<file path="config.mk">
export PLATFORM = sky130hd
export DESIGN_NAME = green_blend_pipe_flat
export DESIGN_NICKNAME = d
export VERILOG_FILES = /design/src/rtl/green_blend_pipe_pkg.sv /design/src/rtl/green_blend_pipe_if.sv /design/src/rtl/green_blend_pipe_lane.sv /design/src/rtl/green_blend_pipe.sv /design/src/flat_wrapper.sv
export SDC_FILE = /design/constraint.sdc
export NUM_CORES = 1
export LEC_CHECK = 0
export CAP_MARGIN = 20
export CORE_MARGIN = 1.5
export CORE_UTILIZATION = 55
export CTS_CLUSTER_DIAMETER = 150
export CTS_CLUSTER_SIZE = 40
export DETAILED_ROUTE_END_ITERATION = 16
export GPL_TIMING_DRIVEN = 0
export PLACE_DENSITY = 0.76
export SYNTH_ARGS = -nofsm -noshare
export SYNTH_HDL_FRONTEND = slang
export SYNTH_HIERARCHICAL = 1
export SYNTH_SLANG_ARGS = --single-unit
</file>
<file path="constraint.sdc">
create_clock -name clk -period 6.1 [get_ports clk]
set_input_delay 0.915 -clock clk [delete_from_list [all_inputs] [get_ports clk]]
set_output_delay 0.915 -clock clk [all_outputs]
set_load 0.02 [all_outputs]
</file>
<file path="src/rtl/green_blend_pipe_pkg.sv">
// Shared defaults and lane-slice helper for the CFA green blend pipeline.
// The macro slices lane k of a packed multi-lane bus whose lanes are w bits wide.
`ifndef GBP_LANE
`define GBP_LANE(k, w) (k)*(w) +: (w)
`endif

package green_blend_pipe_pkg;

  localparam int DEF_PIXEL_W  = 12;
  localparam int DEF_WEIGHT_W = 8;
  localparam int DEF_FRAC_W   = 8;
  localparam int DEF_LANES    = 1;
  localparam int DEF_STAT_W   = 16;

  // Control that travels with a beat through the product stage.
  typedef struct packed {
    logic valid;
    logic rnd;
  } beat_ctl_t;

endpackage

</file>
<file path="src/rtl/green_blend_pipe_if.sv">
// Stream bundle for the green blend pipe: input beat, output beat and both handshakes.
interface green_blend_pipe_if #(
  parameter int LANES    = green_blend_pipe_pkg::DEF_LANES,
  parameter int PIXEL_W  = green_blend_pipe_pkg::DEF_PIXEL_W,
  parameter int WEIGHT_W = green_blend_pipe_pkg::DEF_WEIGHT_W
);
  logic                         in_valid;
  logic                         in_ready;
  logic                         round_en;
  logic [LANES*WEIGHT_W-1:0]    w_s;
  logic [LANES*WEIGHT_W-1:0]    w_f;
  logic [LANES*(PIXEL_W+1)-1:0] green_s;
  logic [LANES*(PIXEL_W+1)-1:0] green_f;
  logic                         out_valid;
  logic                         out_ready;
  logic [LANES*PIXEL_W-1:0]     green;

  modport master (
    output in_valid, round_en, w_s, w_f, green_s, green_f, out_ready,
    input  in_ready, out_valid, green
  );

  modport slave (
    input  in_valid, round_en, w_s, w_f, green_s, green_f, out_ready,
    output in_ready, out_valid, green
  );
endinterface

</file>
<file path="src/rtl/green_blend_pipe_lane.sv">
// One lane of the green blend: S1 products, S2 sum+round, S3 shift/clamp.
// Clip flags describe the beat currently in S2, i.e. the one S3 loads next.
module green_blend_lane
  import green_blend_pipe_pkg::*;
#(
  parameter int PIXEL_W  = DEF_PIXEL_W,
  parameter int WEIGHT_W = DEF_WEIGHT_W,
  parameter int FRAC_W   = DEF_FRAC_W
) (
  input  logic                      clk,
  input  logic                      rst,
  input  logic                      adv_i,
  input  logic                      s3_load_i,
  input  logic                      rnd_i,
  input  logic [WEIGHT_W-1:0]       w_s_i,
  input  logic [WEIGHT_W-1:0]       w_f_i,
  input  logic signed [PIXEL_W:0]   green_s_i,
  input  logic signed [PIXEL_W:0]   green_f_i,
  output logic [PIXEL_W-1:0]        green_o,
  output logic                      clip_lo_o,
  output logic                      clip_hi_o
);
  localparam int PROD_W = PIXEL_W + WEIGHT_W + 1;
  localparam int SUM_W  = PROD_W + 1;
  localparam logic signed [SUM_W-1:0] HALF = SUM_W'(1 << (FRAC_W - 1));

  logic signed [PROD_W-1:0] ps_d, pf_d, ps_q, pf_q;
  logic signed [SUM_W-1:0]  sum_d, sum_q, r;
  logic [PIXEL_W-1:0]       green_d, green_q;

  always_comb begin
    // NOTE: every always_comb output gets a value on every path first, so no latch is inferred.
    ps_d  = PROD_W'(green_s_i) * PROD_W'($signed({1'b0, w_s_i}));
    pf_d  = PROD_W'(green_f_i) * PROD_W'($signed({1'b0, w_f_i}));
    sum_d = SUM_W'(ps_q) + SUM_W'(pf_q);
    if (rnd_i) sum_d = sum_d + HALF;

    r         = sum_q >>> FRAC_W;
    clip_lo_o = r[SUM_W-1];
    clip_hi_o = !r[SUM_W-1] && (|r[SUM_W-2:PIXEL_W]);
    green_d   = r[PIXEL_W-1:0];
    if (clip_lo_o)      green_d = '0;
    else if (clip_hi_o) green_d = '1;
  end

  // NOTE: pure datapath registers carry no reset; the valid bits in the top decide what is real.
  always_ff @(posedge clk) begin
    // NOTE: non-blocking assignments so every register samples pre-edge values.
    if (adv_i) begin
      ps_q  <= ps_d;
      pf_q  <= pf_d;
      sum_q <= sum_d;
    end
  end

  always_ff @(posedge clk) begin
    if (rst)            green_q <= '0;
    else if (s3_load_i) green_q <= green_d;
  end

  assign green_o = green_q;
endmodule

</file>
<file path="src/rtl/green_blend_pipe.sv">
// Multi-lane pipelined green blend: handshake, stage valids, round_en pipe and clip counters.
// All stages advance together whenever the output register is empty or being drained.
module green_blend_pipe
  import green_blend_pipe_pkg::*;
#(
  parameter int PIXEL_W  = DEF_PIXEL_W,
  parameter int WEIGHT_W = DEF_WEIGHT_W,
  parameter int FRAC_W   = DEF_FRAC_W,
  parameter int LANES    = DEF_LANES,
  parameter int STAT_W   = DEF_STAT_W
) (
  input  logic              clk,
  input  logic              rst,
  green_blend_pipe_if.slave bus,
  input  logic              clr_stats,
  output logic [STAT_W-1:0] clip_lo_cnt,
  output logic [STAT_W-1:0] clip_hi_cnt
);
  beat_ctl_t         s1_d, s1_q;
  logic              v2_d, v2_q, v3_d, v3_q;
  logic [STAT_W-1:0] lo_cnt_d, lo_cnt_q, hi_cnt_d, hi_cnt_q;
  logic [LANES-1:0]  lane_lo, lane_hi;
  logic              advance, s3_load;

  assign advance = !v3_q || bus.out_ready;
  assign s3_load = advance && v2_q;

  for (genvar k = 0; k < LANES; k++) begin : g_lane
    green_blend_lane #(
      .PIXEL_W (PIXEL_W),
      .WEIGHT_W(WEIGHT_W),
      .FRAC_W  (FRAC_W)
    ) u_lane (
      .clk      (clk),
      .rst      (rst),
      .adv_i    (advance),
      .s3_load_i(s3_load),
      .rnd_i    (s1_q.rnd),
      .w_s_i    (bus.w_s[`GBP_LANE(k, WEIGHT_W)]),
      .w_f_i    (bus.w_f[`GBP_LANE(k, WEIGHT_W)]),
      .green_s_i(bus.green_s[`GBP_LANE(k, PIXEL_W + 1)]),
      .green_f_i(bus.green_f[`GBP_LANE(k, PIXEL_W + 1)]),
      .green_o  (bus.green[`GBP_LANE(k, PIXEL_W)]),
      .clip_lo_o(lane_lo[k]),
      .clip_hi_o(lane_hi[k])
    );
  end

  always_comb begin
    s1_d = s1_q;
    v2_d = v2_q;
    v3_d = v3_q;
    if (advance) begin
      s1_d = '{valid: bus.in_valid, rnd: bus.round_en};
      v2_d = s1_q.valid;
      v3_d = v2_q;
    end
  end

  // Saturating counters; a clear wins over an increment in the same cycle.
  always_comb begin
    lo_cnt_d = lo_cnt_q;
    hi_cnt_d = hi_cnt_q;
    if (s3_load && (|lane_lo) && (lo_cnt_q != {STAT_W{1'b1}})) lo_cnt_d = lo_cnt_q + STAT_W'(1);
    if (s3_load && (|lane_hi) && (hi_cnt_q != {STAT_W{1'b1}})) hi_cnt_d = hi_cnt_q + STAT_W'(1);
    if (clr_stats) begin
      lo_cnt_d = '0;
      hi_cnt_d = '0;
    end
  end

  always_ff @(posedge clk) begin
    if (rst) begin
      s1_q     <= '0;
      v2_q     <= 1'b0;
      v3_q     <= 1'b0;
      lo_cnt_q <= '0;
      hi_cnt_q <= '0;
    end else begin
      s1_q     <= s1_d;
      v2_q     <= v2_d;
      v3_q     <= v3_d;
      lo_cnt_q <= lo_cnt_d;
      hi_cnt_q <= hi_cnt_d;
    end
  end

  assign bus.in_ready  = advance;
  assign bus.out_valid = v3_q;
  assign clip_lo_cnt   = lo_cnt_q;
  assign clip_hi_cnt   = hi_cnt_q;
endmodule

</file>
<file path="src/flat_wrapper.sv">
// flat-port wrapper written by rule: the top's interface ports become plain ports
module green_blend_pipe_flat import green_blend_pipe_pkg::*;
#(
  parameter int PIXEL_W  = DEF_PIXEL_W,
  parameter int WEIGHT_W = DEF_WEIGHT_W,
  parameter int FRAC_W   = DEF_FRAC_W,
  parameter int LANES    = DEF_LANES,
  parameter int STAT_W   = DEF_STAT_W
)
  (clk, rst, clr_stats, clip_lo_cnt, clip_hi_cnt, bus_in_valid, bus_round_en, bus_w_s, bus_w_f, bus_green_s, bus_green_f, bus_out_ready, bus_in_ready, bus_out_valid, bus_green);
  green_blend_pipe_if #(.LANES(LANES), .PIXEL_W(PIXEL_W), .WEIGHT_W(WEIGHT_W)) bus_i ();
  input  logic clk;
  input  logic rst;
  input  logic clr_stats;
  output logic [STAT_W-1:0] clip_lo_cnt;
  output logic [STAT_W-1:0] clip_hi_cnt;
  input wire logic [$bits(bus_i.in_valid)-1:0] bus_in_valid;
  input wire logic [$bits(bus_i.round_en)-1:0] bus_round_en;
  input wire logic [$bits(bus_i.w_s)-1:0] bus_w_s;
  input wire logic [$bits(bus_i.w_f)-1:0] bus_w_f;
  input wire logic [$bits(bus_i.green_s)-1:0] bus_green_s;
  input wire logic [$bits(bus_i.green_f)-1:0] bus_green_f;
  input wire logic [$bits(bus_i.out_ready)-1:0] bus_out_ready;
  output wire logic [$bits(bus_i.in_ready)-1:0] bus_in_ready;
  output wire logic [$bits(bus_i.out_valid)-1:0] bus_out_valid;
  output wire logic [$bits(bus_i.green)-1:0] bus_green;
  assign bus_i.in_valid = bus_in_valid;
  assign bus_i.round_en = bus_round_en;
  assign bus_i.w_s = bus_w_s;
  assign bus_i.w_f = bus_w_f;
  assign bus_i.green_s = bus_green_s;
  assign bus_i.green_f = bus_green_f;
  assign bus_i.out_ready = bus_out_ready;
  assign bus_in_ready = bus_i.in_ready;
  assign bus_out_valid = bus_i.out_valid;
  assign bus_green = bus_i.green;
  green_blend_pipe #(.PIXEL_W(PIXEL_W), .WEIGHT_W(WEIGHT_W), .FRAC_W(FRAC_W), .LANES(LANES), .STAT_W(STAT_W)) u_core (.clk(clk), .rst(rst), .bus(bus_i), .clr_stats(clr_stats), .clip_lo_cnt(clip_lo_cnt), .clip_hi_cnt(clip_hi_cnt));
endmodule
</file>
==> impl_metrics.json <==
{
  "outcome": "finished clean",
  "critPathArrivalTime_ns": 5.94,
  "syn-num-nets": 1686,
  "filler_cell_count": 1842,
  "drt-initial-drc-count": 501,
  "grt_antenna_before_repair": 0,
  "finalClockSkew_ns": 0.0162,
  "synth_flop_cell": "sky130_fd_sc_hd__edfxtp_1",
  "relative_slew_slack_pct": 25.4,
  "overflow": 0,
  "route.antenna.remaining_nets": 0,
  "number_of_core_rows": 54,
  "power.density_cell_area_nw_per_um2": 413,
  "timing.critical_path.to_type": "flop",
  "placement.io_buffers": 92,
  "syn-mean-instance-area_um2": 9.13,
  "maximum_number_of_pins_on_one_net_before_global_route_repair": 35,
  "crit_fanout": 10,
  "die-width_um": 154,
  "layout_cells_excl_fill": 1760,
  "drv_slew": 0,
  "dpl.cell_count": 1742,
  "floorplan.core_area_um2": 22000,
  "crit_slowest_cell": "sky130_fd_sc_hd__fa_1",
  "design.portCount": 94,
  "cts-root-buf": "sky130_fd_sc_hd__clkbuf_16",
  "synth.cell_area_um2": 12500,
  "timing.final.crit_period_ns": 5.86,
  "synth_sequential_area_ratio_pct": 21.1,
  "clkTransAtPathRegs_ns": 0.08,
  "min-delay-path-class": "reg2reg",
  "power_leakage_nw": 6.54,
  "post-route-period-util_pct": 96.0,
  "synth_async_sr_flop_share_pct": 0,
  "detailedPlacementHpwl_um": 21000,
  "cts_tree": "built",
  "number_of_global_route_vias_before_repair": 9786,
  "post-place-ws_ns": -0.770,
  "clock-sinks": 104,
  "gp_congestion": 0.878,
  "total_power_w": 0.00587,
  "dr_total_vias": 9647,
  "yosys-top-cells-count": "sky130_fd_sc_hd__inv_1, sky130_fd_sc_hd__fa_1, sky130_fd_sc_hd__nand2_1, sky130_fd_sc_hd__and2_1, sky130_fd_sc_hd__ha_1",
  "yosysWarnings": 6,
  "grt.total_usage_pct": 23.0,
  "final_hold_viol_count": 0,
  "grt_pass1_wl_um": 44700,
  "ctsLongestPathBuffers": 2,
  "worst_skew_pair.late_latency_ns": 0.36,
  "maxClockFrequency_mhz": 171,
  "multi_input_comb_area_um2": 8800,
  "crit_top_cell": "sky130_fd_sc_hd__fa_1",
  "ir_worst_vdd_mv": 0.303,
  "cts-buffers-inserted": 9,
  "synth.most_common_cell": "sky130_fd_sc_hd__inv_1",
  "layout.nets": 1792,
  "area_growth_syn_to_layout_pct": 13.8,
  "synthCells": 1369,
  "synth.largest_area_cell": "sky130_fd_sc_hd__fa_1",
  "routed_wire_length_per_instance_um": 14.5,
  "setup.worst_path.class": "in2reg",
  "crit_required_ns": 6.19,
  "critical-path-max-stage-delay_ns": 0.56,
  "h_tree_levels": 3,
  "most_area_consuming_cells_after_synthesis": "sky130_fd_sc_hd__fa_1, sky130_fd_sc_hd__edfxtp_1, sky130_fd_sc_hd__ha_1",
  "final_critical_path_setup_slack_ns": 0.244,
  "synth_enable_flop_cells": 56,
  "seq_area_um2": 2640,
  "finalSetupViolations": 0,
  "die_area_um2": 23600,
  "critPathLaunchType": "input pin",
  "tightestPinTransition_ns": 1.11,
  "antennaDiodeCount": 0,
  "initial_core_utilization_pct": 56.7,
  "yosys_register_bits": 104,
  "die_h_um": 154,
  "crit_path_cell_trace": "clkdlybuf4s50_1, clkbuf_4, and2_1, fa_1, fa_1, inv_1, fa_1, fa_1, inv_1, ha_1, o21ai_0, a21boi_1, o21ai_0, a21boi_2, o2111ai_1, and3_1, o41ai_2, a21oi_1, xnor2_1",
  "synth.distinct_cells": 74,
  "hold_slack_ns": 0.469,
  "cap_violations": 0,
  "avgViaCountPerCell": 5.48,
  "share_of_the_synthesized_area_in_the_top_cell_type_pct": 26.3,
  "fraction_of_final_layout_cells_sized_beyond_drive_strength_1_pct": 4.73,
  "drt_pass1_iterations": 5,
  "drc_errors": 0,
  "post_cts_hold_buffer_count": 0,
  "drt_wl_total_um": 25600
}
-- path summary, 6_finish.rpt --
path,start,end,slack (ns),depth (start not counted)
worst min-delay path,u_core/s1_q[1]$_SDFFE_PP0P_,u_core/s1_q[1]$_SDFFE_PP0P_,0.47,2
worst min register to register,u_core/s1_q[1]$_SDFFE_PP0P_,u_core/s1_q[1]$_SDFFE_PP0P_,0.47,2
worst max-delay path,bus_w_s[5],u_core/g_lane[0].u_lane/ps_q[20]$_DFFE_PP_,0.24,19
worst max register to register,u_core/g_lane[0].u_lane/ps_q[5]$_DFFE_PP_,u_core/g_lane[0].u_lane/sum_q[21]$_DFFE_PP_,2.16,12
-- cell usage in the layout, fill, tap and decap left out, types with 23 or more instances in the layout --
cell                                n
sky130_fd_sc_hd__edfxtp_1          56
sky130_fd_sc_hd__nand2_1          158
sky130_fd_sc_hd__xnor2_1           48
sky130_fd_sc_hd__clkdlybuf4s50_1   85
sky130_fd_sc_hd__a21oi_1           46
sky130_fd_sc_hd__nor2_1            76
sky130_fd_sc_hd__and2_1           112
sky130_fd_sc_hd__inv_1            254
sky130_fd_sc_hd__o21ai_0           23
sky130_fd_sc_hd__fa_1             164
sky130_fd_sc_hd__ha_1             105
sky130_fd_sc_hd__dfxtp_1           48
-- timing repair --
item | in CTS | in global routing
setup buffers | 0 | 2
pin swaps | 1 | 3
resized for setup | 18 | 40
setup endpoints to repair | 7 | 6
-- worst max-delay path: cells and delay by family --
kind	cells	cell delay [ns]
AOI/OAI and AO/OA	7	1.39
adders and majority gates	5	2.32
and+or+nand+nor	2	0.39
xor gates and xnor gates	1	0.15
buffers and inverters	4	0.78
-- report_power, final --
group / total, W / internal [W] / switching (W)
Clock: 0.000578 / 0.000308 / 0.000270
Sequential: 0.00125 / 0.00115 / 0.0000915
Combinational: 0.00405 / 0.00179 / 0.00225
Total: 0.00587 / 0.00326 / 0.00262
-- kinds of logic (layout without fill, tap and decap cells) --
group	count (synthesis)	count (layout)	synth area share, %
AND/OR/NAND/NOR	474	474	19.4
flip-flops	104	104	21.1
XOR/XNOR	59	59	4.13
buffers and inverters	289	400	8.79
multiplexers	23	23	1.85
adder cells (fa/ha/maj)	270	270	36.9
AO/OA/AOI/OAI	150	150	7.85
-- through the flow --
step                setup TNS, ns  area, um^2  utilization, %
floorplan                       0       12500               -
global placement            -4.45       13800            62.5
detailed placement          -5.53       13800            62.6
CTS                             0       14100            64.2
global route              -0.0188       14200            64.6
finish                          0       14200            64.6
-- metal layers --
layer  wire length, um  vias up  GRT usage, %
li1                  -     4634             -
met1             11100     4757          29.8
met2             13000      231          40.8
met3              1100       25          3.80
met4               381        0          4.76
met5                 0        -             0
-- registers in the layout (all words and copies together) (netlist names) --
name and count:
u_core/s1_q 2, u_core/g_lane.u_lane/pf_q 21, u_core/v2_q 1, u_core/g_lane.u_lane/sum_q 14, u_core/clip_lo_cnt 16, u_core/g_lane.u_lane/green_o 12
u_core/clip_hi_cnt 16, u_core/g_lane.u_lane/ps_q 21, u_core/bus.out_valid 1
-- cell type report --
cell class | count | area share [%]
sequential | 104 | 18.6
clock buffer | 11 | 1.79
timing repair buffer | 95 | 6.84
inverter | 255 | 6.73
tap | 280 | 2.46
multi-input combinational | 976 | 61.9
buffer | 34 | 1.41
clock inverter | 5 | 0.325
Power figures use the tool's default switching activity.
